`config.mk`:
```
export PLATFORM = sky130hd
export DESIGN_NAME = square_arb4
export DESIGN_NICKNAME = d
export VERILOG_FILES = /design/src/rtl/square_arb4.sv
export SDC_FILE = /design/constraint.sdc
export NUM_CORES = 1
export LEC_CHECK = 0
export CAP_MARGIN = 20
export CORE_ASPECT_RATIO = 0.9
export CORE_UTILIZATION = 39
export CTS_BUF_LIST = sky130_fd_sc_hd__clkbuf_8
export DETAILED_ROUTE_END_ITERATION = 10
export GPL_TIMING_DRIVEN = 0
export PLACE_DENSITY_LB_ADDON = 0.08
export SYNTH_ARGS = -nofsm -noshare
export SYNTH_HDL_FRONTEND = slang
export SYNTH_HIERARCHICAL = 1
export SYNTH_SLANG_ARGS = --single-unit
```
`constraint.sdc`:
```
create_clock -name clk -period 9.25 [get_ports clk]
set_input_delay 1.85 -clock clk [delete_from_list [all_inputs] [get_ports clk]]
set_output_delay 1.85 -clock clk [all_outputs]
set_load 0.05 [all_outputs]
```
`src/rtl/square_arb4.sv`:
```
// Four-requester front end sharing one radix-4 squarer: round-robin grant,
// one operation in flight, result held until the consumer accepts it.
module radix4_16 #(
  parameter int W = 16
) (
  input  logic [W-1:0] a,
  output logic [W-1:0] sq
);

  // One partial product per base-4 digit of the multiplier.
  function automatic logic [W-1:0] digit_pp(input logic [W-1:0] x, input logic [1:0] d);
    case (d)
      2'd0:    return '0;
      2'd1:    return x;
      2'd2:    return x << 1;
      default: return x + (x << 1);
    endcase
  endfunction

  // Every partial product is truncated to W bits, so the sum is the square mod 2^W.
  always_comb begin
    sq = '0;
    for (int i = 0; i < W / 2; i++) begin
      sq = sq + (digit_pp(a, a[2*i +: 2]) << (2 * i));
    end
  end

endmodule

module square_arb4 #(
  parameter int W    = 16,
  parameter int NREQ = 4
) (
  input  logic              clk,
  input  logic              rst_n,
  input  logic [NREQ-1:0]   req_valid,
  input  logic [NREQ*W-1:0] req_data,
  output logic [NREQ-1:0]   req_ready,
  output logic              res_valid,
  output logic [1:0]        res_id,
  output logic [W-1:0]      res_data,
  input  logic              res_ready,
  output logic              busy,
  output logic [W-1:0]      done_cnt
);

  typedef enum logic [1:0] {IDLE, CALC, DONE} state_t;

  state_t         state_q, state_d;
  logic [1:0]     ptr_q;
  logic [1:0]     win;
  logic [1:0]     idx;
  logic           any_req;
  logic           grant_fire;
  logic           done_fire;
  logic [W-1:0]   ops [NREQ];
  logic [W-1:0]   op_p0;
  logic [1:0]     id_p0;
  logic [W-1:0]   sq;
  logic [W-1:0]   res_p1;
  logic [W-1:0]   cnt_q;

  function automatic logic [W-1:0] sat_inc(input logic [W-1:0] v);
    return (v == '1) ? v : v + 1'b1;
  endfunction

  always_comb begin
    for (int k = 0; k < NREQ; k++) begin
      ops[k] = req_data[k*W +: W];
    end
  end

  // Scan from the highest offset down so the requester nearest ptr wins last.
  always_comb begin
    win     = ptr_q;
    idx     = '0;
    any_req = 1'b0;
    for (int i = NREQ - 1; i >= 0; i--) begin
      idx = ptr_q + i[1:0];
      if (req_valid[idx]) begin
        win     = idx;
        any_req = 1'b1;
      end
    end
  end

  always_comb begin
    state_d    = state_q;
    req_ready  = '0;
    res_valid  = 1'b0;
    busy       = (state_q != IDLE);
    grant_fire = 1'b0;
    done_fire  = 1'b0;
    case (state_q)
      IDLE: begin
        // rst_n gate keeps req_ready low while reset is held.
        if (rst_n && any_req) begin
          req_ready[win] = 1'b1;
          grant_fire     = 1'b1;
          state_d        = CALC;
        end
      end
      CALC: state_d = DONE;
      DONE: begin
        res_valid = 1'b1;
        if (res_ready) begin
          done_fire = 1'b1;
          state_d   = IDLE;
        end
      end
      default: state_d = IDLE;
    endcase
  end

  always_ff @(posedge clk or negedge rst_n) begin
    if (!rst_n) begin
      state_q <= IDLE;
      ptr_q   <= '0;
      cnt_q   <= '0;
    end else begin
      state_q <= state_d;
      if (grant_fire) ptr_q <= win + 2'd1;
      if (done_fire)  cnt_q <= sat_inc(cnt_q);
    end
  end

  // Stage p0: operand and owner captured on the grant handshake.
  always_ff @(posedge clk or negedge rst_n) begin
    if (!rst_n) begin
      op_p0 <= '0;
      id_p0 <= '0;
    end else if (grant_fire) begin
      op_p0 <= ops[win];
      id_p0 <= win;
    end
  end

  radix4_16 #(.W(W)) u_sq (
    .a  (op_p0),
    .sq (sq)
  );

  // Stage p1: squarer output registered in CALC and held through DONE.
  always_ff @(posedge clk or negedge rst_n) begin
    if (!rst_n) begin
      res_p1 <= '0;
    end else if (state_q == CALC) begin
      res_p1 <= sq;
    end
  end

  assign res_id   = id_p0;
  assign res_data = res_p1;
  assign done_cnt = cnt_q;

endmodule

```
-- Yosys cells after proc, flatten, opt, wreduce, memory -nomap -nowiden
Cells that the tools add are included.
- $mul: 0
- divide/modulo/power cells: 0
- bitwise operators: 2
- mux-type cells: 39
- shift-type cells: 0
- order comparisons: 7
- reduce and logical (&&, ||, !) cells: 14
- eq/ne operators: 21
- add/subtract/negate cells: 13
- operators with widths (operator ; number):
    16-bit adder ; 8
    16-bit one-hot mux with 3 select lines ; 1
    14-bit one-hot mux with 3 select lines ; 1
    12-bit one-hot mux with 3 select lines ; 1
    16-bit binary-select mux with 2-bit select ; 1
    16-bit 2-to-1 mux ; 2
    10-bit one-hot mux with 3 select lines ; 1
    8-bit one-hot mux with 3 select lines ; 1
    2-bit by 1-bit == test with 1-bit output, second input constant ; 9
    2-bit == test, second input constant ; 9
    2-bit logical NOT ; 9
    6-bit one-hot mux with 3 select lines ; 1
    16-bit by 1-bit adder with 16-bit output, second input constant ; 1
    16-bit == test, second input constant ; 1
    2-bit by 3-bit < comparator with 1-bit output, second input constant ; 5
    1-bit 2-to-1 mux ; 14
    2-bit 2-to-1 mux ; 6
    2-bit one-hot mux with 3 select lines ; 2
    4-bit one-hot mux with 3 select lines ; 1
    1-bit binary-select mux with 2-bit select ; 4
    4-bit 2-to-1 mux ; 2
    2-bit by 1-bit adder with 2-bit output, second input constant ; 2
    2-bit adder, second input constant ; 2
    2-bit != test, second input constant ; 2
    other kinds (8) ; 10
- bits in latches: 0
- output and inout port bits: 40
- bits in read-only memories: 0
- memory bits (writable): 0
- memories: 0
- register bits: 54

-- Depth between registers and ports, before layout
Gate-level depths: netlist of run 1.
- depth in word-level cells: 13
- gate-level depth with buffers: 27
- depth with buffers taken out: 25

-- Hierarchy
The synthesis of run 1 kept the hierarchy.
- by module, submodules not included (module ; area an instance (um^2) ; cells an instance ; times used):
    radix4_16 ; 3703.6 ; 469 ; 1
    square_arb4 ; 2854.0 ; 254 ; 1

-- Least setup slack after synthesis of run 1
No wires, ideal clock.
- kind: register to register
- from: register op_p0[2]
- to: register res_p1[15] (netlist: res_data[15])
- arrival: 6.391 ns
- buffers on the path: 2
- setup slack: 2.734 ns
- setup time: 0.125 ns
- clock period less this slack: 6.516 ns
- cell stages (with the launch flop): 26
- required time: 9.125 ns
- cells stage by stage: dfrtp_1 > clkbuf_1 > clkbuf_1 > inv_1 > ha_1 > o21bai_1 > a21oi_1 > o21bai_1 > a21oi_1 > o21ai_1 > a2111oi_0 > or4_1 > nand3_1 > fa_1 > fa_1 > fa_1 > inv_1 > fa_1 > xnor2_1 > xnor2_1 > xnor2_1 > xnor2_1 > xor2_1 > xnor3_1 > xnor2_1 > mux2_2
- longest elaborated chain between the ends: 9
- elaborated cells between the ends (all ways): 18
- those cells by class: add/sub (8); eq/ne (2); mux (7); reduce/logical (1)
- RTL lines (what ; RTL line ; RTL):
    start: declaration ; 57 ; logic [W-1:0] op_p0;
    start signal: assignment ; 133 ; op_p0 <= ops[win];
    16-bit adder (tied with other cells) ; 16 ; default: return x + (x << 1);
    16-bit one-hot mux with 3 select lines / 14-bit one-hot mux with 3 select lines (equally long branches) ; 12 ; case (d)
    16-bit adder (5 in a row) ; 24 ; sq = sq + (digit_pp(a, a[2*i +: 2]) << (2 * i));
    16-bit adder * (2 in a row) ; 24 ;
    net sq[15] ; 59 ; logic [W-1:0] sq;
    end signal: assignment ; 148 ; res_p1 <= sq;
    end: declaration ; 60 ; logic [W-1:0] res_p1;
Mark *: on every way through the listed nets, which the timed path passes. The rest lies on a longest branch.
A chain may end at the register's enable or synchronous reset.

-- Worst setup path after layout of run 1
Ends and elaborated chain as after synthesis.

==> results of run 1 <==
## layer usage
metal	wire [µm]	GRT usage (%)	share of wire [%]	vias up
met3	1490	4.519	7.5	31
met2	9418	39.38	47	247
met1	8584	31.30	43	2841
li1	-	-	-	2832
met4	442	7.451	2.2	0
met5	0	0	0	-
## cells by family (layout without fill, tap and decap cells)
group | after synthesis | count (layout) | share of synthesized area (%)
and+or+nand+nor | 173 | 173 | 13.45
xor gates and xnor gates | 44 | 44 | 6.411
buffers and inverters | 100 | 219 | 6.182
DFF | 54 | 54 | 20.61
muxes | 37 | 37 | 6.029
AOI/OAI and AO/OA | 208 | 208 | 22.78
adders and majority gates | 107 | 107 | 24.54
## synthesized netlist by cell type, types with 4 or more instances
cell      count
fa_1         36
a21oi_1      63
and3_1        6
a211oi_1     24
nor2b_1       7
ha_1         71
xnor2_1      29
dfrtp_1      54
clkbuf_1     36
nor2_1       79
mux2_2       20
nor3_1        4
inv_1        54
mux2i_1      17
a211oi_2      9
o21bai_1      6
o21ai_1       4
nand2_1      24
nand3_1       8
xor2_1       12
or3_1         4
a221oi_1     10
nand2b_1      5
a22oi_1      46
o21ai_0      13
and4_1       18
a21o_1        8
## state kept, by name (all words and copies together), names as in the netlist
register,cells
op_p0,16
ptr_q,2
state_q,2
res_id,2
res_data,16
done_cnt,16
## cell type report
type / instances / area share, %
Multi-Input combinational cell: 569 / 59.65
Sequential cell: 54 / 16.79
Timing Repair Buffer: 111 / 13.87
Tap cell: 207 / 3.218
Buffer: 46 / 2.518
Inverter: 54 / 2.518
Clock buffer: 5 / 0.8550
Clock inverter: 3 / 0.5907
## stage by stage
step | area [µm²] | cells
after global routing | 8049 | 1049
after floorplan | 6558 | 723
final | 8049 | 1049
after CTS | 8049 | 1049
after detailed placement | 7933 | 1041
after global placement | 7918 | 1040
## worst max-delay path: stages (launching register included)
cell and delay, ps:
dfrtp_1 530, clkbuf_1 440, clkbuf_1 480, inv_1 140, ha_1 370, o21bai_1 120, a21oi_1 180, o21bai_1 100
a21oi_1 220, o21ai_1 140, a2111oi_0 730, nand4b_1 210, nand3_1 160, fa_1 530, inv_1 50, fa_1 530
inv_1 80, fa_1 540, inv_1 40, ha_1 280, ha_1 340, nor2_1 70, o41ai_1 820, xnor3_1 320
xnor3_1 230, xnor2_1 180, mux2_2 280
## path summary, 6_finish.rpt
check	end	slack, ps	cells past startpoint
max in group asynchronous	done_cnt[10]$_DFFE_PN0P_	7170	2
max	res_data[15]$_DFFE_PN0N_	1030	26
max reg2reg	res_data[15]$_DFFE_PN0N_	1030	26
min	done_cnt[9]$_DFFE_PN0P_	510	1
min reg2reg	done_cnt[9]$_DFFE_PN0P_	510	1
min in group asynchronous	done_cnt[1]$_DFFE_PN0P_	1500	1
==> impl_metrics.env, run 1 <==
export IMPL_status="complete, but fails checks"
export IMPL_violations="design-rule violations"
export IMPL_cts_made_buffers=5
export IMPL_clock_skew_final_ps=13.17
export IMPL_fin_nets=1019
export IMPL_syn_area_per_cell_um2=9.070
export IMPL_regArea_um2=1351
export IMPL_synthesis_area_um2=6558
export IMPL_cts_root_buffer_cell="clkbuf_8"
export IMPL_syn_inst=723
export IMPL_tns_ps=0
export IMPL_antenna_found_initial=0
export IMPL_gp_congestion=0.9229
export IMPL_multi_input_comb_area_um2=4801
export IMPL_synth_flop_cell="dfrtp_1"
export IMPL_worstMarginPinSlew_ps=975.9
export IMPL_yosysTopAreaCell="dfrtp_1"
export IMPL_ys_seq_elements=54
export IMPL_die_height_um=125.0
export IMPL_cts_buffer_depth=2
export IMPL_cts_resized=0
export IMPL_cts_tree="built"
export IMPL_hp_start="done_cnt[9]$_DFFE_PN0P_"
export IMPL_utilization_pct=49.39
export IMPL_drt_first_iter_violations=402
export IMPL_diodes=0
export IMPL_drc=2
export IMPL_dp_final_hpwl_mm=16.00
export IMPL_die_w_um=138.7
export IMPL_post_route_period_util_pct=88.90
export IMPL_worstSetupPathType="register to register"
export IMPL_grt_pass1_wl_mm=32.04
export IMPL_core_um2=16300
export IMPL_cp_data_required_time_ps=9480
export IMPL_globalRouteTotalUtil_pct=23.74
export IMPL_setup_viol=0
export IMPL_path_clk_slew_ps=110
export IMPL_timing_hold_ws_ps=513.9
export IMPL_clk_insertion_delay_late_ps=330
export IMPL_finalHoldViolCount=0
export IMPL_dr_pass1_iters=9
export IMPL_synthToLayoutAreaGrowth_pct=22.74
export IMPL_wire_per_inst_um=19.00
export IMPL_portBuffers=110
export IMPL_final_cell_mix="clkdlybuf4s50_1, nor2_1, ha_1"
export IMPL_num_vias=5951
export IMPL_startpoint="op_p0[2]$_DFFE_PN0P_"
export IMPL_cp_start_kind="register"
export IMPL_drive_above_1_share_pct=7.007
export IMPL_place_ws_ps=970.7
export IMPL_htree_levels=2
export IMPL_hold_path_class="register to register"
export IMPL_core_rowCount=44
export IMPL_via_per_inst=5.673
export IMPL_synth_cell_type_count=62
export IMPL_yosys_warnings=6
export IMPL_maxCapViolations=0
export IMPL_io_pins=111
export IMPL_dieArea_um2=17340
export IMPL_grt_overflow=0
export IMPL_relSlewSlack_pct=34.48
export IMPL_synth_area_leaders="dfrtp_1, ha_1, fa_1"
export IMPL_synth_top_area_share_pct=20.61
export IMPL_maxClockFrequency_mhz=121.6
export IMPL_slew_violations=0
export IMPL_cts_hold_buffers=0
export IMPL_fillCellCount=1541
export IMPL_postCtsSetupRepairBufs=0
export IMPL_synth_edf_count=0
export IMPL_ant_nets=0
export IMPL_syn_nets=901
export IMPL_crit_arrival_ps=8450
export IMPL_crit_fanout=10
export IMPL_worstSetupEndpointType="register"
export IMPL_yosysSeqAreaShare_pct=20.61
export IMPL_regToRegStartpoint="op_p0[2]$_DFFE_PN0P_"
export IMPL_synthArstFlopShare_pct=100.0
export IMPL_wirelength_mm=19.94
export IMPL_grt_pass1_vias=5922
export IMPL_worst_slack_ps=1027
export IMPL_final_common_cell="clkdlybuf4s50_1"
export IMPL_finalCriticalPeriod_ps=8223
export IMPL_rsz0062_at_grt="no"
export IMPL_clock_sinks=54
export IMPL_start_util_pct=40.24
export IMPL_grt_max_degree=30
Power of run 1 is not shown: default switching activity piles up to over one toggle a cycle in this logic, so the estimate is an artifact.
==> run 2, diff against run 1 <==
- HOLD_SLACK_MARGIN: not set -> 0.12
- PLACE_DENSITY: not set -> 0.73
- PLACE_DENSITY_LB_ADDON: 0.08 -> not set
==> impl_metrics.env, run 2 (same netlist as run 1, synthesis figures left out) <==
export IMPL_cts_made_buffers=5
export IMPL_cts_tree="built"
export IMPL_placed_area_um2=7933
export IMPL_diodes=0
export IMPL_violations="design-rule violations"
export IMPL_drt_first_iter_violations=475
export IMPL_via_per_inst=5.576
export IMPL_drive_above_1_share_pct=7.007
export IMPL_final_cell_mix="clkdlybuf4s50_1, nor2_1, ha_1"
export IMPL_grt_util_met1_pct=28.72
export IMPL_antenna_found_initial=0
export IMPL_dp_final_hpwl_mm=14.44
export IMPL_hold_path_class="register to register"
export IMPL_grt_pass1_wl_mm=29.79
export IMPL_globalRouteTotalUtil_pct=21.61
export IMPL_cts_hold_buffers=0
export IMPL_cpMaxStageDelayCell="a2111oi_0"
export IMPL_post_route_period_util_pct=84.63
export IMPL_grt_max_degree=42
export IMPL_worstMarginPinSlew_ps=837.5
export IMPL_wire_per_inst_um=17.23
export IMPL_fin_nets=1019
export IMPL_clk_insertion_delay_late_ps=340
export IMPL_busiest_layer="met2"
export IMPL_cts_root_buffer_cell="clkbuf_8"
export IMPL_setup_viol=0
export IMPL_start_util_pct=40.24
export IMPL_tns_ps=0
export IMPL_cp_data_required_time_ps=9480
export IMPL_dr_pass1_iters=8
export IMPL_synthToLayoutAreaGrowth_pct=22.46
export IMPL_cts_resized=0
export IMPL_die_w_um=138.7
export IMPL_num_vias=5849
export IMPL_path_clk_slew_ps=110
export IMPL_die_height_um=125.0
export IMPL_grt_pass1_vias=5793
export IMPL_final_common_cell="clkdlybuf4s50_1"
export IMPL_core_rowCount=44
export IMPL_cp_slowest_stage_delay_ps=740
export IMPL_grt_overflow=0
export IMPL_critPathTopFamily="adder cells"
export IMPL_worstSetupPathType="register to register"
export IMPL_ant_nets=0
export IMPL_relSlewSlack_pct=42.72
export IMPL_clock_skew_final_ps=12.64
export IMPL_io_pins=111
export IMPL_slew_violations=0
export IMPL_grtUsageMet3_pct=3.715
export IMPL_htree_levels=2
export IMPL_finalHoldViolCount=0
export IMPL_portBuffers=110
export IMPL_dieArea_um2=17340
export IMPL_worst_path_most_repeated_cell="inv_1"
export IMPL_gr_usage_met2_pct=36.40
export IMPL_maxCapViolations=0
export IMPL_postCtsSetupRepairBufs=0
export IMPL_finalCriticalPeriod_ps=7828
export IMPL_gp_congestion=0.9484
export IMPL_rsz0062_at_grt="no"
export IMPL_cp_buffers_inverters=6
export IMPL_core_um2=16300
export IMPL_drc=5
export IMPL_cts_buffer_depth=2
export IMPL_clock_sinks=54
export IMPL_crit_fanout=10
export IMPL_crit_arrival_ps=8060
export IMPL_maxClockFrequency_mhz=127.7
export IMPL_worstSetupEndpointType="register"
export IMPL_fin_area_um2=8030
export IMPL_status="complete, but fails checks"
export IMPL_cp_start_kind="register"
export IMPL_wirelength_mm=18.07
-- run 2: cell count changes in the layout (fill, tap and decap cells not counted) --
cell,before,now
inv_6,1,0
bufinv_16,1,0
inv_8,0,1
clkinv_4,1,2
-- run 2: worst register-to-register path: stages (launching register included) --
cell	delay, ps
dfrtp_1	560
clkbuf_1	350
clkbuf_1	440
inv_1	150
ha_1	360
o21bai_1	110
a21oi_1	160
o21bai_1	100
a21oi_1	200
o21ai_1	130
a2111oi_0	740
nand4b_1	210
nand3_1	160
fa_1	540
inv_1	50
fa_1	530
inv_1	50
fa_1	530
inv_1	50
ha_1	290
ha_1	340
nor2_1	70
o41ai_1	670
xnor3_1	320
xnor3_1	200
xnor2_1	150
mux2_2	260
-- run 2: metal layers --
metal	share of wire, %	vias up	wire length (µm)
met1	44	2752	7978
met4	1.3	0	239
li1	-	2821	-
met3	8.7	21	1564
met5	0	-	0
met2	46	255	8290
-- run 2: final timing paths --
check	slack, ps	depth (start not counted)	from	endpoint
worst max-delay path	1420	26	op_p0[2]$_DFFE_PN0P_	res_data[15]$_DFFE_PN0N_
worst max register to register	1420	26	op_p0[2]$_DFFE_PN0P_	res_data[15]$_DFFE_PN0N_
worst min-delay path	510	1	done_cnt[15]$_DFFE_PN0P_	done_cnt[15]$_DFFE_PN0P_
max in group asynchronous	7290	2	rst_n	op_p0[10]$_DFFE_PN0P_
min in group asynchronous	1420	1	rst_n	done_cnt[7]$_DFFE_PN0P_
worst min register to register	510	1	done_cnt[15]$_DFFE_PN0P_	done_cnt[15]$_DFFE_PN0P_
-- run 2: final cells by class --
type                       instances  area, µm²
clock inverter                     3      28.78
fill                            1572       8265
timing repair buffer             111       1116
buffer                            46      202.7
tap                              207      259.0
inverter                          54      202.7
multi-input combinational        569       4801
sequential                        54       1351
clock buffer                       5      68.82
-- run 2: metrics by stage --
| step | cells | setup slack (ps) | hold WS (ps) | utilization (%) |
|---|---|---|---|---|
| floorplan | 723 | 2734 | 553.2 | - |
| global placement | 1040 | 1413 | 478.9 | 48.59 |
| detailed placement | 1041 | 1506 | 492.6 | 48.68 |
| CTS | 1049 | 1450 | 513.1 | 49.28 |
| global route | 1049 | 806.6 | 521.9 | 49.28 |
| finish | 1049 | 1422 | 505.8 | 49.28 |
Power of run 2 is left out for the same reason.
